$ cat config.mk
export PLATFORM = sky130hd
export DESIGN_NAME = weight_mem_sequencer
export DESIGN_NICKNAME = d
export VERILOG_FILES = /design/src/rtl/weight_mem_pkg.sv /design/src/rtl/weight_mem_sequencer.sv
export SDC_FILE = /design/constraint.sdc
export NUM_CORES = 1
export LEC_CHECK = 0
export ABC_AREA = 0
export CORE_AREA = 2 2 66 68
export DETAILED_ROUTE_END_ITERATION = 16
export DIE_AREA = 0 0 68 70
export DONT_BUFFER_PORTS = 1
export SLEW_MARGIN = 5
export SYNTH_ARGS = -nofsm -noshare
export SYNTH_HDL_FRONTEND = slang
export SYNTH_SLANG_ARGS = --single-unit
$ cat constraint.sdc
create_clock -name clk -period 2.25 [get_ports clk]
set_input_delay 0.45 -clock clk [delete_from_list [all_inputs] [get_ports clk]]
set_output_delay 0.45 -clock clk [all_outputs]
set_load 0.02 [all_outputs]
$ cat src/rtl/weight_mem_pkg.sv
// Purpose : shared types and default sizes for the weight memory sequencer.
// Contents: sequencer state enum and default parameter values.
// Ports   : none (package).
package weight_mem_pkg;

   // Default sizes of the weight set handled by one sequencer.
   localparam int DEF_IN_WIDTH     = 121;
   localparam int DEF_WEIGHT_WIDTH = 16;
   localparam int DEF_MEMORY_DEPTH = 7;

   typedef enum logic [1:0] {
      ST_LOAD = 2'd0,
      ST_FULL = 2'd1,
      ST_READ = 2'd2
   } state_t;

endpackage

$ cat src/rtl/weight_mem_sequencer.sv
// Purpose : fills an external weight memory from a load stream, then replays the
//           stored set as a valid/ready stream on each start pulse.
// Ports   : clk/reset_n (sync, active-low); load_valid/load_data/load_ready in;
//           reload/start controls, busy/done status; out_valid/out_data/out_last/
//           out_ready stream; mem_address/mem_data_in/mem_write_enable/mem_data_out
//           to a memory with 1-cycle registered read data.
module weight_mem_sequencer
   import weight_mem_pkg::*;
#(
   parameter int inWidth     = DEF_IN_WIDTH,
   parameter int weightWidth = DEF_WEIGHT_WIDTH,
   parameter int memoryDepth = DEF_MEMORY_DEPTH
)(
   input  logic                          clk,
   input  logic                          reset_n,
   input  logic                          load_valid,
   input  logic signed [weightWidth-1:0] load_data,
   output logic                          load_ready,
   input  logic                          reload,
   input  logic                          start,
   output logic                          busy,
   output logic                          done,
   output logic                          out_valid,
   output logic signed [weightWidth-1:0] out_data,
   output logic                          out_last,
   input  logic                          out_ready,
   output logic        [memoryDepth-1:0] mem_address,
   output logic signed [weightWidth-1:0] mem_data_in,
   output logic                          mem_write_enable,
   input  logic signed [weightWidth-1:0] mem_data_out
);

   localparam logic [memoryDepth-1:0] LAST_ADDR = memoryDepth'(inWidth - 1);

   state_t                 state_q, state_d;
   logic [memoryDepth-1:0] wr_ptr_q, wr_ptr_d;
   logic [memoryDepth-1:0] rd_ptr_q, rd_ptr_d;
   // Address whose data the memory is currently returning on mem_data_out.
   logic [memoryDepth-1:0] disp_addr_q, disp_addr_d;
   // Set once LAST_ADDR has been issued so no address beyond it is presented.
   logic                   issued_all_q, issued_all_d;
   logic                   out_valid_q, out_valid_d;
   logic                   done_q, done_d;
   logic                   stall;

   always_ff @(posedge clk) begin
      if (!reset_n) begin
         state_q      <= ST_LOAD;
         wr_ptr_q     <= '0;
         rd_ptr_q     <= '0;
         disp_addr_q  <= '0;
         issued_all_q <= 1'b0;
         out_valid_q  <= 1'b0;
         done_q       <= 1'b0;
      end else begin
         state_q      <= state_d;
         wr_ptr_q     <= wr_ptr_d;
         rd_ptr_q     <= rd_ptr_d;
         disp_addr_q  <= disp_addr_d;
         issued_all_q <= issued_all_d;
         out_valid_q  <= out_valid_d;
         done_q       <= done_d;
      end
   end

   always_comb begin
      state_d          = state_q;
      wr_ptr_d         = wr_ptr_q;
      rd_ptr_d         = rd_ptr_q;
      disp_addr_d      = disp_addr_q;
      issued_all_d     = issued_all_q;
      out_valid_d      = 1'b0;
      done_d           = 1'b0;
      load_ready       = 1'b0;
      mem_write_enable = 1'b0;
      mem_address      = '0;
      mem_data_in      = '0;
      stall            = out_valid_q & ~out_ready;

      case (state_q)
         ST_LOAD: begin
            // Qualified by reset_n so a beat offered during reset never writes.
            load_ready = reset_n;
            if (load_valid && reset_n) begin
               mem_write_enable = 1'b1;
               mem_address      = wr_ptr_q;
               mem_data_in      = load_data;
               if (wr_ptr_q == LAST_ADDR) begin
                  wr_ptr_d = '0;
                  state_d  = ST_FULL;
               end else begin
                  wr_ptr_d = wr_ptr_q + 1'b1;
               end
            end
         end

         ST_FULL: begin
            if (reload) begin
               state_d  = ST_LOAD;
               wr_ptr_d = '0;
            end else if (start) begin
               state_d      = ST_READ;
               rd_ptr_d     = '0;
               issued_all_d = 1'b0;
            end
         end

         ST_READ: begin
            if (stall) begin
               // Re-read the displayed word so the registered memory output holds.
               mem_address = disp_addr_q;
               out_valid_d = 1'b1;
            end else if (out_valid_q && (disp_addr_q == LAST_ADDR)) begin
               state_d = ST_FULL;
               done_d  = 1'b1;
            end else if (!issued_all_q) begin
               mem_address = rd_ptr_q;
               disp_addr_d = rd_ptr_q;
               out_valid_d = 1'b1;
               if (rd_ptr_q == LAST_ADDR) begin
                  issued_all_d = 1'b1;
               end else begin
                  rd_ptr_d = rd_ptr_q + 1'b1;
               end
            end
         end

         default: state_d = ST_LOAD;
      endcase
   end

   assign busy      = (state_q == ST_READ);
   assign done      = done_q;
   assign out_valid = out_valid_q;
   // Memory output is not reset by this block, so mask it while nothing is shown.
   assign out_data  = out_valid_q ? mem_data_out : '0;
   assign out_last  = out_valid_q && (disp_addr_q == LAST_ADDR);

endmodule

Word level (Yosys, flattened, before mapping)
Cells that the tools add are included.
{"block": "word_totals", "in_bits": 38, "ff_bits": 26, "elab_cells": 84}
{"block": "classes", "addsub": 2, "bitwise_logic": 7, "eq_ne": 16, "muxes": 40, "reduce_logical": 12}
{"operator": "2-to-1 mux 7 bit", "count": 13}
{"operator": "2-to-1 mux 16 bit", "count": 3}
{"operator": "one-hot mux 7 bit (2 select lines)", "count": 3}
{"operator": "equality test 7 bit, second input constant", "count": 3}
{"operator": "inequality test 2 bit, second input constant", "count": 9}
{"operator": "adder 7 x 1 -> 7 bit, second input constant", "count": 2}
{"operator": "2-to-1 mux 1 bit", "count": 13}
{"operator": "2-to-1 mux 2 bit", "count": 6}
{"operator": "AND reduction 5 bit", "count": 2}
{"operator": "AND reduction 7 bit", "count": 1}
{"operator": "NOT 1 bit", "count": 6}
{"operator": "one-hot mux 2 bit (3 select lines)", "count": 1}
{"operator": "AND reduction 4 bit", "count": 1}
{"operator": "nonzero test 2 bit", "count": 2}
{"operator": "inequality test 3 bit, second input constant", "count": 1}
{"operator": "AND reduction 3 bit", "count": 1}
{"operator": "OR reduction 3 bit", "count": 1}
{"operator": "equality test 2 x 1 -> 1 bit, second input constant", "count": 1}
{"operator": "equality test 2 bit, second input constant", "count": 1}
{"operator": "logical AND 1 bit", "count": 2}
{"operator": "zero test 2 bit", "count": 1}
{"operator": "inequality test 2 x 1 -> 1 bit, second input constant", "count": 1}
{"operator": "one-hot mux 1 bit (2 select lines)", "count": 1}
{"operator": "AND reduction 2 bit", "count": 1}
{"operator": "AND 1 bit", "count": 1}

Logic depth before layout (Yosys ltp)
Gate-level depths: netlist of the first run.
{"block": "logic_depth", "word_depth": 6, "depth_mapped": 6}

Worst setup path before layout of the first run
Ideal clock, no wire load.
{"block": "synth_timing", "path_type": "input to output", "start": "input reset_n", "end": "output mem_address[0]", "n_path_buf": 2, "cell_stages": 6, "required_ns": 1.800, "path_slack_ns": 0.253, "arrival_time_ns": 1.547, "cell_sequence": "buf_2 nand2_1 nor3_2 buf_2 a22oi_1 nand2_1"}
{"block": "synth_via", "elab_chain_len": 3}
{"item": "start, declared", "line_no": "weight_mem_sequencer.sv:15", "rtl": "input logic reset_n,"}
{"item": "logical AND 1 bit", "line_no": "weight_mem_sequencer.sv:84", "rtl": "if (load_valid && reset_n) begin"}
{"item": "2-to-1 mux 7 bit", "line_no": "weight_mem_sequencer.sv:84"}
{"item": "one-hot mux 7 bit (2 select lines)", "line_no": "weight_mem_sequencer.sv:80", "rtl": "case (state_q)"}
{"item": "end, declared", "line_no": "weight_mem_sequencer.sv:27", "rtl": "output logic [memoryDepth-1:0] mem_address,"}
No other way between the ends.

Final worst setup path of the first run
{"block": "layout_timing", "start": "register state_q[0]", "end": "output mem_address[2]"}
{"block": "layout_via", "elab_chain_len": 2, "elab_cells_between_ends": 3, "classes_between": "eq/ne (1); mux (1); reduce/logical (1)"}
{"item": "start, declared", "line_no": "weight_mem_sequencer.sv:35", "rtl": "state_t state_q, state_d;"}
{"item": "start signal, assigned", "line_no": "weight_mem_sequencer.sv:56", "rtl": "state_q <= state_d;"}
{"item": "equality test 2 bit or zero test 2 bit (tied branches)", "line_no": "weight_mem_sequencer.sv:80"}
{"item": "one-hot mux 7 bit (2 select lines) *", "line_no": "weight_mem_sequencer.sv:80"}
Mark *: on every way between the ends. The rest lies on a longest branch, timed or not.

==> flow_metrics.py, run 1 <==
metrics = {
    "run_status": {
        "status": "finished, final reports clean",
    },
    "min_path": {
        "min-delay-start": "reset_n",
        "holdCritPathClass": "primary input to register",
        "holdPathStages": 1,
        "hold_path_end": "rd_ptr_q[6]",
    },
    "synth": {
        "synth_edf_count": 0,
        "synth-main-ff-cell": "dfxtp_1",
        "avgSynthCellArea_um2": 8.039,
        "synth_cell_types": 50,
        "ys_ff_latch": 26,
        "yosysWarningCount": 0,
        "synth_area_um2": 1760,
        "async_reset_ff_frac": 0,
        "yosysTopAreaCell": "dfxtp_1",
        "synth_top_cell_area_share": 0.2957,
        "ys_seq_area_frac": 0.2957,
        "synth.most_common_cell": "and2_1",
        "synth_cells": 219,
        "synth_common_cells": "and2_1 (35), dfxtp_1 (26), nand3_1 (17)",
        "synthTopCellsByArea": "dfxtp_1 (30%), and2_1 (12%), nand3_1 (4.8%), a22oi_1 (3.4%), nand2_1 (3.4%)",
        "synth.net_count": 261,
    },
    "critical_path": {
        "critPathRequiredTime_ns": 1.80,
        "worstRegToRegCells": 5,
        "regToRegSetupSlack_ns": 0.51,
        "worst_ep_arrival_time_ns": 1.64,
        "worst_setup_path_end_kind": "output port",
        "path_max_fanout": 9,
        "cp_cell_sequence": "nand2b_4 > nor2_1 > buf_4 > a22oi_1 > nand2_1",
        "worst_path_largest_cell_delay_ns": 0.50,
        "r2r-end": "rd_ptr_q[4]",
        "cp-start-kind": "register",
        "critPathKind": "register to output port",
        "cp_slowest_cell": "dfxtp_1",
        "r2r_start": "out_valid",
    },
    "clock_network": {
        "clkSlewWorstSetupHoldPaths_ns": 0.10,
        "cts.sinks": 26,
        "numCtsBuffers": 3,
        "hold_buffers": 0,
        "cts_tree": "done",
        "post_cts_resized": 0,
        "h-tree-depth": 1,
        "clkLatencyLatePin_ns": 0.28,
        "cts_buffer_depth": 2,
        "cts_root_buf": "clkbuf_8",
        "post-cts-setup-buffer-count": 0,
    },
    "route": {
        "drtAntennaViolNets": 0,
        "wirelength_mm": 4.489,
        "wl_per_cell_um": 16.44,
        "vias": 1643,
        "viasPerCell": 6.018,
        "drc": 0,
        "drt_iter0_markers": 152,
        "drt-pass1-iter-count": 4,
    },
    "grt": {
        "grt.total_usage": 0.1906,
        "antenna_found_initial": 0,
        "grt_pass1_vias": 1475,
        "grt_max_degree": 19,
        "grt_pass1_wl_mm": 7.182,
        "overflow": 0,
    },
    "floorplan": {
        "die_h_um": 70,
        "ios": 83,
        "start_util": 0.4248,
        "rows": 24,
        "die_area_um2": 4760,
        "fp.dieW_um": 68,
        "coreArea_um2": 4144,
    },
    "layout": {
        "area_growth_pct": 8.316,
        "final_layout_size_suffix_gt1_frac": 0.1267,
        "n_antenna_cell": 0,
        "fillers": 427,
        "nNetsFinal": 264,
        "final_util": 0.4601,
    },
    "timing": {
        "hold-worst-slack_ns": 0.2877,
        "period_minus_slack_ns": 2.088,
        "fmax_mhz": 479.0,
        "worst_pin_slew_ns": 0.4806,
        "period_share": 0.9279,
        "skew_ns": 0.007371,
        "finalSetupViolations": 0,
        "final.setup.tns_ns": 0,
        "slew_headroom": 0.6774,
        "fin_ws_ns": 0.1622,
        "rsz0062_at_grt": "no",
        "finalHoldViolCount": 0,
        "slew_viol_final": 0,
    },
    "job": {
        "maxCapViolCount": 0,
    },
    "placed_design": {
        "hpwl_mm": 3.411,
        "port_buffers": 0,
        "dpl_worst_slack_ns": 0.3149,
        "gp_congestion": 0.9284,
    },
    "pwr": {
        "p_per_area_nw_per_um2": 442.2,
        "vdd_drop_max_uv": 414.5,
        "fin_total_pwr_uw": 843.3,
        "power.leakage_uw": 0.0006878,
    },
}
[routing by layer]
layer  GRT usage  up-vias  wire, um
met4     0.02667        0        34
met2      0.2945       64      2200
met5           0        -         0
met3     0.04831        4       304
met1      0.2725      770      1950
li1            -      805         -
[cell families (layout without fill, tap and decap cells)]
family | Yosys count | count (layout) | share of synthesized area
AND/OR/NAND/NOR | 108 | 108 | 0.3667
AO/OA/AOI/OAI | 57 | 57 | 0.2374
flip-flops | 26 | 26 | 0.2957
buffers and inverters | 19 | 21 | 0.04690
XOR/XNOR | 5 | 5 | 0.02487
adder cells (fa/ha/maj) | 4 | 4 | 0.02843
[final cells by class]
class | instances | area [um^2] | share of cell area
clock buffer | 4 | 55.05 | 0.02887
inverter | 9 | 33.78 | 0.01772
multi-input combinational | 174 | 1172 | 0.6148
sequential | 26 | 520.5 | 0.2730
tap | 52 | 65.06 | 0.03412
timing repair buffer | 8 | 60.06 | 0.03150
[worst max-delay path by stage]
stage / start / end / slack (ns)
6_report: state_q[0] / mem_address[2] / 0.16
5_1_grt: state_q[0] / mem_address[3] / 0.04
4_1_cts: state_q[0] / mem_address[0] / 0.03
3_5_place_dp: out_ready / mem_address[0] / 0.31
3_3_place_gp: out_ready / mem_address[5] / 0.38
2_1_floorplan: reset_n / mem_address[0] / 0.25
[flip-flops by register name (all words and copies together), names as in the netlist]
name	cells
done	1
disp_addr_q	7
rd_ptr_q	7
issued_all_q	1
out_valid	1
state_q	2
wr_ptr_q	7
[placed cells by master, fill, tap and decap left out, types with 2 or more instances in the layout]
| master | netlist | layout |
|---|---|---|
| a41oi_1 | 2 | 2 |
| nand2b_1 | 2 | 2 |
| a311oi_1 | 3 | 3 |
| and2_1 | 35 | 34 |
| a21oi_1 | 9 | 9 |
| clkbuf_8 | 0 | 4 |
| xnor2_1 | 5 | 5 |
| a31oi_1 | 4 | 4 |
| nand4b_1 | 3 | 3 |
| nand2_2 | 2 | 2 |
| and3_1 | 5 | 5 |
| o21ai_0 | 9 | 9 |
| nor3_1 | 2 | 2 |
| a2111oi_2 | 2 | 2 |
| nand2_1 | 16 | 16 |
| nand3_1 | 17 | 17 |
| a211oi_1 | 7 | 7 |
| or3_1 | 2 | 2 |
| o211ai_1 | 2 | 2 |
| and4b_1 | 2 | 2 |
| ha_1 | 4 | 4 |
| dfxtp_1 | 26 | 26 |
| nor2_1 | 11 | 11 |
| a22oi_1 | 8 | 8 |
| nand4_1 | 2 | 2 |
| buf_4 | 2 | 8 |
| inv_1 | 7 | 7 |
[critical path: cells and delay by family, from the launching register on]
| family | cells | cell delay (ns) |
|---|---|---|
| simple gates | 3 | 0.49 |
| compound gates | 1 | 0.21 |
| buf+inv | 1 | 0.17 |
| flops | 1 | 0.50 |
[per-stage QoR]
stage / cells / instance area, um^2
floorplan: 219 / 1760
global placement: 269 / 1837
detailed placement: 269 / 1837
CTS: 273 / 1892
global route: 273 / 1907
finish: 273 / 1907
[power by group]
part           leakage, uW  internal (uW)  switching, uW
Clock            0.0000288            157            156
Combinational     0.000450           20.5           43.8
Sequential        0.000210            462           4.45
No activity file was read; power rests on OpenSTA's default activity.
==> inputs of run 2 (changes only) <==
--- a/config.mk
+++ b/config.mk
@@ -10,6 +10,7 @@
 export DETAILED_ROUTE_END_ITERATION = 16
 export DIE_AREA = 0 0 68 70
 export DONT_BUFFER_PORTS = 1
+export RECOVER_POWER = 25
 export SLEW_MARGIN = 5
 export SYNTH_ARGS = -nofsm -noshare
 export SYNTH_HDL_FRONTEND = slang
==> flow_metrics.py, run 2 (synthesis results as in run 1) <==
metrics = {
    "run_status": {
        "status": "finished, final reports clean",
    },
    "layout": {
        "fin_cells": 273,
        "area_growth_pct": 8.316,
        "multi_input_area_um2": 1172,
        "final_common_cell": "and2_1",
        "nNetsFinal": 264,
        "final_layout_size_suffix_gt1_frac": 0.1267,
        "n_antenna_cell": 0,
        "reg_top3": "disp_addr_q (7), rd_ptr_q (7), wr_ptr_q (7)",
        "fillers": 427,
        "mostFrequentLayoutCells": "and2_1 (28), dfxtp_1 (26), nand3_1 (17)",
        "regArea_um2": 520.5,
    },
    "floorplan": {
        "ios": 83,
        "rows": 24,
        "die_area_um2": 4760,
        "coreArea_um2": 4144,
        "start_util": 0.4248,
        "die_h_um": 70,
        "fp.dieW_um": 68,
    },
    "critical_path": {
        "cp-start-kind": "register",
        "critPathKind": "register to output port",
        "regToRegSetupSlack_ns": 0.51,
        "worstRegToRegCells": 5,
        "path_max_fanout": 9,
        "worst_ep_arrival_time_ns": 1.64,
        "worst_setup_path_end_kind": "output port",
        "r2r-end": "rd_ptr_q[4]",
        "critPathRequiredTime_ns": 1.80,
        "r2r_start": "out_valid",
    },
    "grt": {
        "grt_pass1_vias": 1475,
        "overflow": 0,
        "antenna_found_initial": 0,
        "grt.total_usage": 0.1906,
        "grt_max_degree": 19,
        "grt_pass1_wl_mm": 7.182,
    },
    "clock_network": {
        "h-tree-depth": 1,
        "clkLatencyLatePin_ns": 0.28,
        "cts_tree": "done",
        "cts_buffer_depth": 2,
        "numCtsBuffers": 3,
        "hold_buffers": 0,
        "clkSlewWorstSetupHoldPaths_ns": 0.10,
        "cts_root_buf": "clkbuf_8",
        "cts.sinks": 26,
    },
    "route": {
        "drc": 0,
        "wirelength_mm": 4.491,
        "drt_iter0_markers": 156,
        "wl_per_cell_um": 16.45,
        "vias": 1641,
        "drt-pass1-iter-count": 4,
        "drtAntennaViolNets": 0,
        "viasPerCell": 6.011,
    },
    "placed_design": {
        "port_buffers": 0,
        "hpwl_mm": 3.411,
        "gp_congestion": 0.9284,
        "place_inst": 269,
    },
    "timing": {
        "period_minus_slack_ns": 2.088,
        "fmax_mhz": 478.8,
        "slew_viol_final": 0,
        "period_share": 0.9282,
        "worst_pin_slew_ns": 0.4798,
        "rsz0062_at_grt": "no",
        "finalHoldViolCount": 0,
        "slew_headroom": 0.6780,
        "final.setup.tns_ns": 0,
        "skew_ns": 0.007220,
        "finalSetupViolations": 0,
    },
    "job": {
        "maxCapViolCount": 0,
    },
    "pwr": {
        "vdd_drop_max_uv": 414.4,
        "p_per_area_nw_per_um2": 442.1,
        "power.leakage_uw": 0.0006817,
    },
    "min_path": {
        "hold_path_end": "rd_ptr_q[6]",
        "holdCritPathClass": "primary input to register",
        "min-delay-start": "reset_n",
        "holdPathStages": 1,
    },
}
==> run 2: cell counts in the layout (fill, tap and decap cells not counted) <==
No cell type changed its count.
==> run 2: power by group <==
part | switching (uW) | internal (uW) | total, uW
clock network | 155 | 157 | 312
registers | 4.44 | 462 | 467
logic | 43.8 | 20.5 | 64.3
==> run 2: per-layer routing <==
| metal | GRT usage | vias up | share of wire |
|---|---|---|---|
| li1 | - | 804 | - |
| met1 | 0.2725 | 769 | 0.44 |
| met2 | 0.2945 | 64 | 0.49 |
| met3 | 0.04831 | 4 | 0.068 |
| met4 | 0.02667 | 0 | 0.0076 |
| met5 | 0 | - | 0 |
==> run 2: cell type report <==
cell class | instances | area share
clock buffers | 4 | 0.02887
flip-flops and latches | 26 | 0.2730
inverters | 9 | 0.01772
well taps | 52 | 0.03412
multi-input cells | 174 | 0.6148
repair buffers | 8 | 0.03150
==> run 2: metrics by stage <==
step	area (um^2)	hold WS (ns)	setup WS, ns	util	power [uW]
finish	1907	0.2879	0.1616	0.4601	843.1
global route	1907	0.2849	0.04156	0.4601	865.4
CTS	1892	0.2876	0.02506	0.4565	847.4
detailed placement	1837	0.5011	0.3149	0.4432	542.2
global placement	1837	0.5143	0.3778	0.4432	542.0
floorplan	1760	0.4711	0.2530	-	530.9
==> run 2: critical path: stages (launching register included) <==
cell and delay, ns:
dfxtp_1 0.50, nand2b_4 0.24, nor2_1 0.06, buf_4 0.17, a22oi_1 0.21, nand2_1 0.19
==> run 2: how the worst max path moves through the flow <==
stage / start / endpoint / slack, ns / depth (start not counted)
6_report: state_q[0] / mem_address[2] / 0.16 / 5
5_1_grt: state_q[0] / mem_address[3] / 0.04 / 5
4_1_cts: state_q[0] / mem_address[0] / 0.03 / 5
3_5_place_dp: out_ready / mem_address[0] / 0.31 / 4
3_3_place_gp: out_ready / mem_address[5] / 0.38 / 4
2_1_floorplan: reset_n / mem_address[0] / 0.25 / 6
==> run 2: what timing repair did <==
action,4_1_cts,5_1_grt
endpoints found under the setup margin,0,7
setup buffers,0,0
resized for setup,0,3
==> inputs of run 3 (changes only) <==
--- a/config.mk
+++ b/config.mk
@@ -10,6 +10,7 @@
 export DETAILED_ROUTE_END_ITERATION = 16
 export DIE_AREA = 0 0 68 70
 export DONT_BUFFER_PORTS = 1
+export MAX_ROUTING_LAYER = met4
 export RECOVER_POWER = 25
 export SLEW_MARGIN = 5
 export SYNTH_ARGS = -nofsm -noshare
==> flow_metrics.py, run 3 (synthesis results as in run 1) <==
metrics = {
    "run_status": {
        "status": "finished, final reports clean",
    },
    "critical_path": {
        "cp-start-kind": "register",
        "path_delay_family": "flip-flops",
        "path_max_fanout": 9,
        "cp_cell_sequence": "nand2b_4 > nor2_1 > buf_4 > a22oi_1 > nand2_1",
        "worst_setup_path_end_kind": "output port",
        "worst_path_largest_cell_delay_ns": 0.49,
        "worst_ep_arrival_time_ns": 1.63,
        "crit_buf_inv": 1,
        "r2r-end": "rd_ptr_q[6]",
        "worstRegToRegCells": 5,
        "r2r_start": "rd_ptr_q[0]",
        "regToRegSetupSlack_ns": 0.53,
        "critPathRequiredTime_ns": 1.80,
        "critPathKind": "register to output port",
        "cp_slowest_cell": "dfxtp_1",
    },
    "clock_network": {
        "hold_buffers": 0,
        "h-tree-depth": 1,
        "cts_tree": "done",
        "cts_root_buf": "clkbuf_8",
        "cts.sinks": 26,
        "post-cts-setup-buffer-count": 0,
        "numCtsBuffers": 3,
        "clkSlewWorstSetupHoldPaths_ns": 0.09,
        "cts_buffer_depth": 2,
        "post_cts_resized": 0,
        "clkLatencyLatePin_ns": 0.27,
    },
    "pwr": {
        "vdd_drop_max_uv": 415.3,
        "internal_power_uw": 639.4,
        "combPwrFrac": 0.077,
        "p_per_area_nw_per_um2": 441.3,
        "power.share.sequential": 0.555,
        "swShare": 0.2402,
        "pwr-share-clk": 0.369,
        "switching_power_uw": 202.1,
        "power.leakage_uw": 0.0006817,
    },
    "timing": {
        "fmax_mhz": 479.8,
        "slew_viol_final": 0,
        "final.setup.tns_ns": 0,
        "skew_ns": 0.005133,
        "period_minus_slack_ns": 2.084,
        "worst_pin_slew_ns": 0.4912,
        "finalSetupViolations": 0,
        "period_share": 0.9264,
        "slew_headroom": 0.6704,
        "rsz0062_at_grt": "no",
        "finalHoldViolCount": 0,
    },
    "layout": {
        "regArea_um2": 520.5,
        "area_growth_pct": 8.316,
        "fin_cells": 273,
        "n_antenna_cell": 0,
        "multi_input_area_um2": 1172,
        "mostFrequentLayoutCells": "and2_1 (28), dfxtp_1 (26), nand3_1 (17)",
        "final_common_cell": "and2_1",
        "fillers": 427,
        "nNetsFinal": 264,
        "reg_top3": "disp_addr_q (7), rd_ptr_q (7), wr_ptr_q (7)",
        "final_util": 0.4601,
        "final_layout_size_suffix_gt1_frac": 0.1267,
    },
    "job": {
        "maxCapViolCount": 0,
    },
    "floorplan": {
        "die_h_um": 70,
        "start_util": 0.4248,
        "rows": 24,
        "fp.dieW_um": 68,
        "coreArea_um2": 4144,
        "die_area_um2": 4760,
        "ios": 83,
    },
    "route": {
        "drt-pass1-iter-count": 4,
        "vias": 1653,
        "drc": 0,
        "wirelength_mm": 4.467,
        "drt_iter0_markers": 156,
        "drtAntennaViolNets": 0,
        "viasPerCell": 6.055,
        "wl_per_cell_um": 16.36,
    },
    "grt": {
        "antenna_found_initial": 0,
        "grt.total_usage": 0.1961,
        "grt_pass1_wl_mm": 7.196,
        "overflow": 0,
        "grt_max_degree": 19,
        "grt_pass1_vias": 1476,
    },
    "placed_design": {
        "gp_congestion": 0.9448,
        "hpwl_mm": 3.411,
        "place_inst": 269,
        "port_buffers": 0,
    },
    "min_path": {
        "holdPathStages": 1,
        "holdCritPathClass": "primary input to register",
        "min-delay-start": "reset_n",
        "hold_path_end": "rd_ptr_q[6]",
    },
}
[run 3: metrics by stage]
| stage | setup WS [ns] | total power, uW | area, um^2 | hold WS, ns |
|---|---|---|---|---|
| floorplan | 0.2530 | 530.9 | 1760 | 0.4711 |
| global placement | 0.3778 | 542.0 | 1837 | 0.5143 |
| detailed placement | 0.3149 | 542.2 | 1837 | 0.5011 |
| CTS | 0.02506 | 847.4 | 1892 | 0.2876 |
| global route | 0.04156 | 865.5 | 1907 | 0.2849 |
| finish | 0.1656 | 841.5 | 1907 | 0.2905 |
[run 3: final cells by class]
| cell class | instances | share of cell area |
|---|---|---|
| flip-flops and latches | 26 | 0.2730 |
| multi-input cells | 174 | 0.6148 |
| inverters | 9 | 0.01772 |
| repair buffers | 8 | 0.03150 |
| clock buffers | 4 | 0.02887 |
| well taps | 52 | 0.03412 |
[run 3: power by group through the flow]
stage | combinational [uW] | clock (uW) | sequential [uW]
after floorplan | 55.1 | 0 | 476
after global placement | 64.8 | 0 | 477
after detailed placement | 64.9 | 0 | 477
after CTS | 65.2 | 316 | 467
after global routing | 69.8 | 329 | 467
final | 64.4 | 310 | 467
[run 3: per-layer routing]
metal / routed length (um) / global-route usage
met5: 0 / -
met4: 19 / 0.02667
met3: 275 / 0.04831
met2: 2179 / 0.2945
met1: 1993 / 0.2735
[run 3: worst max-delay path by stage]
stage | cells past startpoint | end | start
after floorplan | 6 | mem_address[0] | reset_n
after global placement | 4 | mem_address[5] | out_ready
after detailed placement | 4 | mem_address[0] | out_ready
after CTS | 5 | mem_address[0] | state_q[0]
after global routing | 5 | mem_address[3] | state_q[0]
final | 5 | mem_address[2] | state_q[0]
[run 3: worst register-to-register path, cell delays in order, from the launching register on]
cell,delay (ns)
dfxtp_1,0.46
ha_1,0.25
nand3_1,0.08
or3_1,0.35
and3_1,0.19
o31a_1,0.28
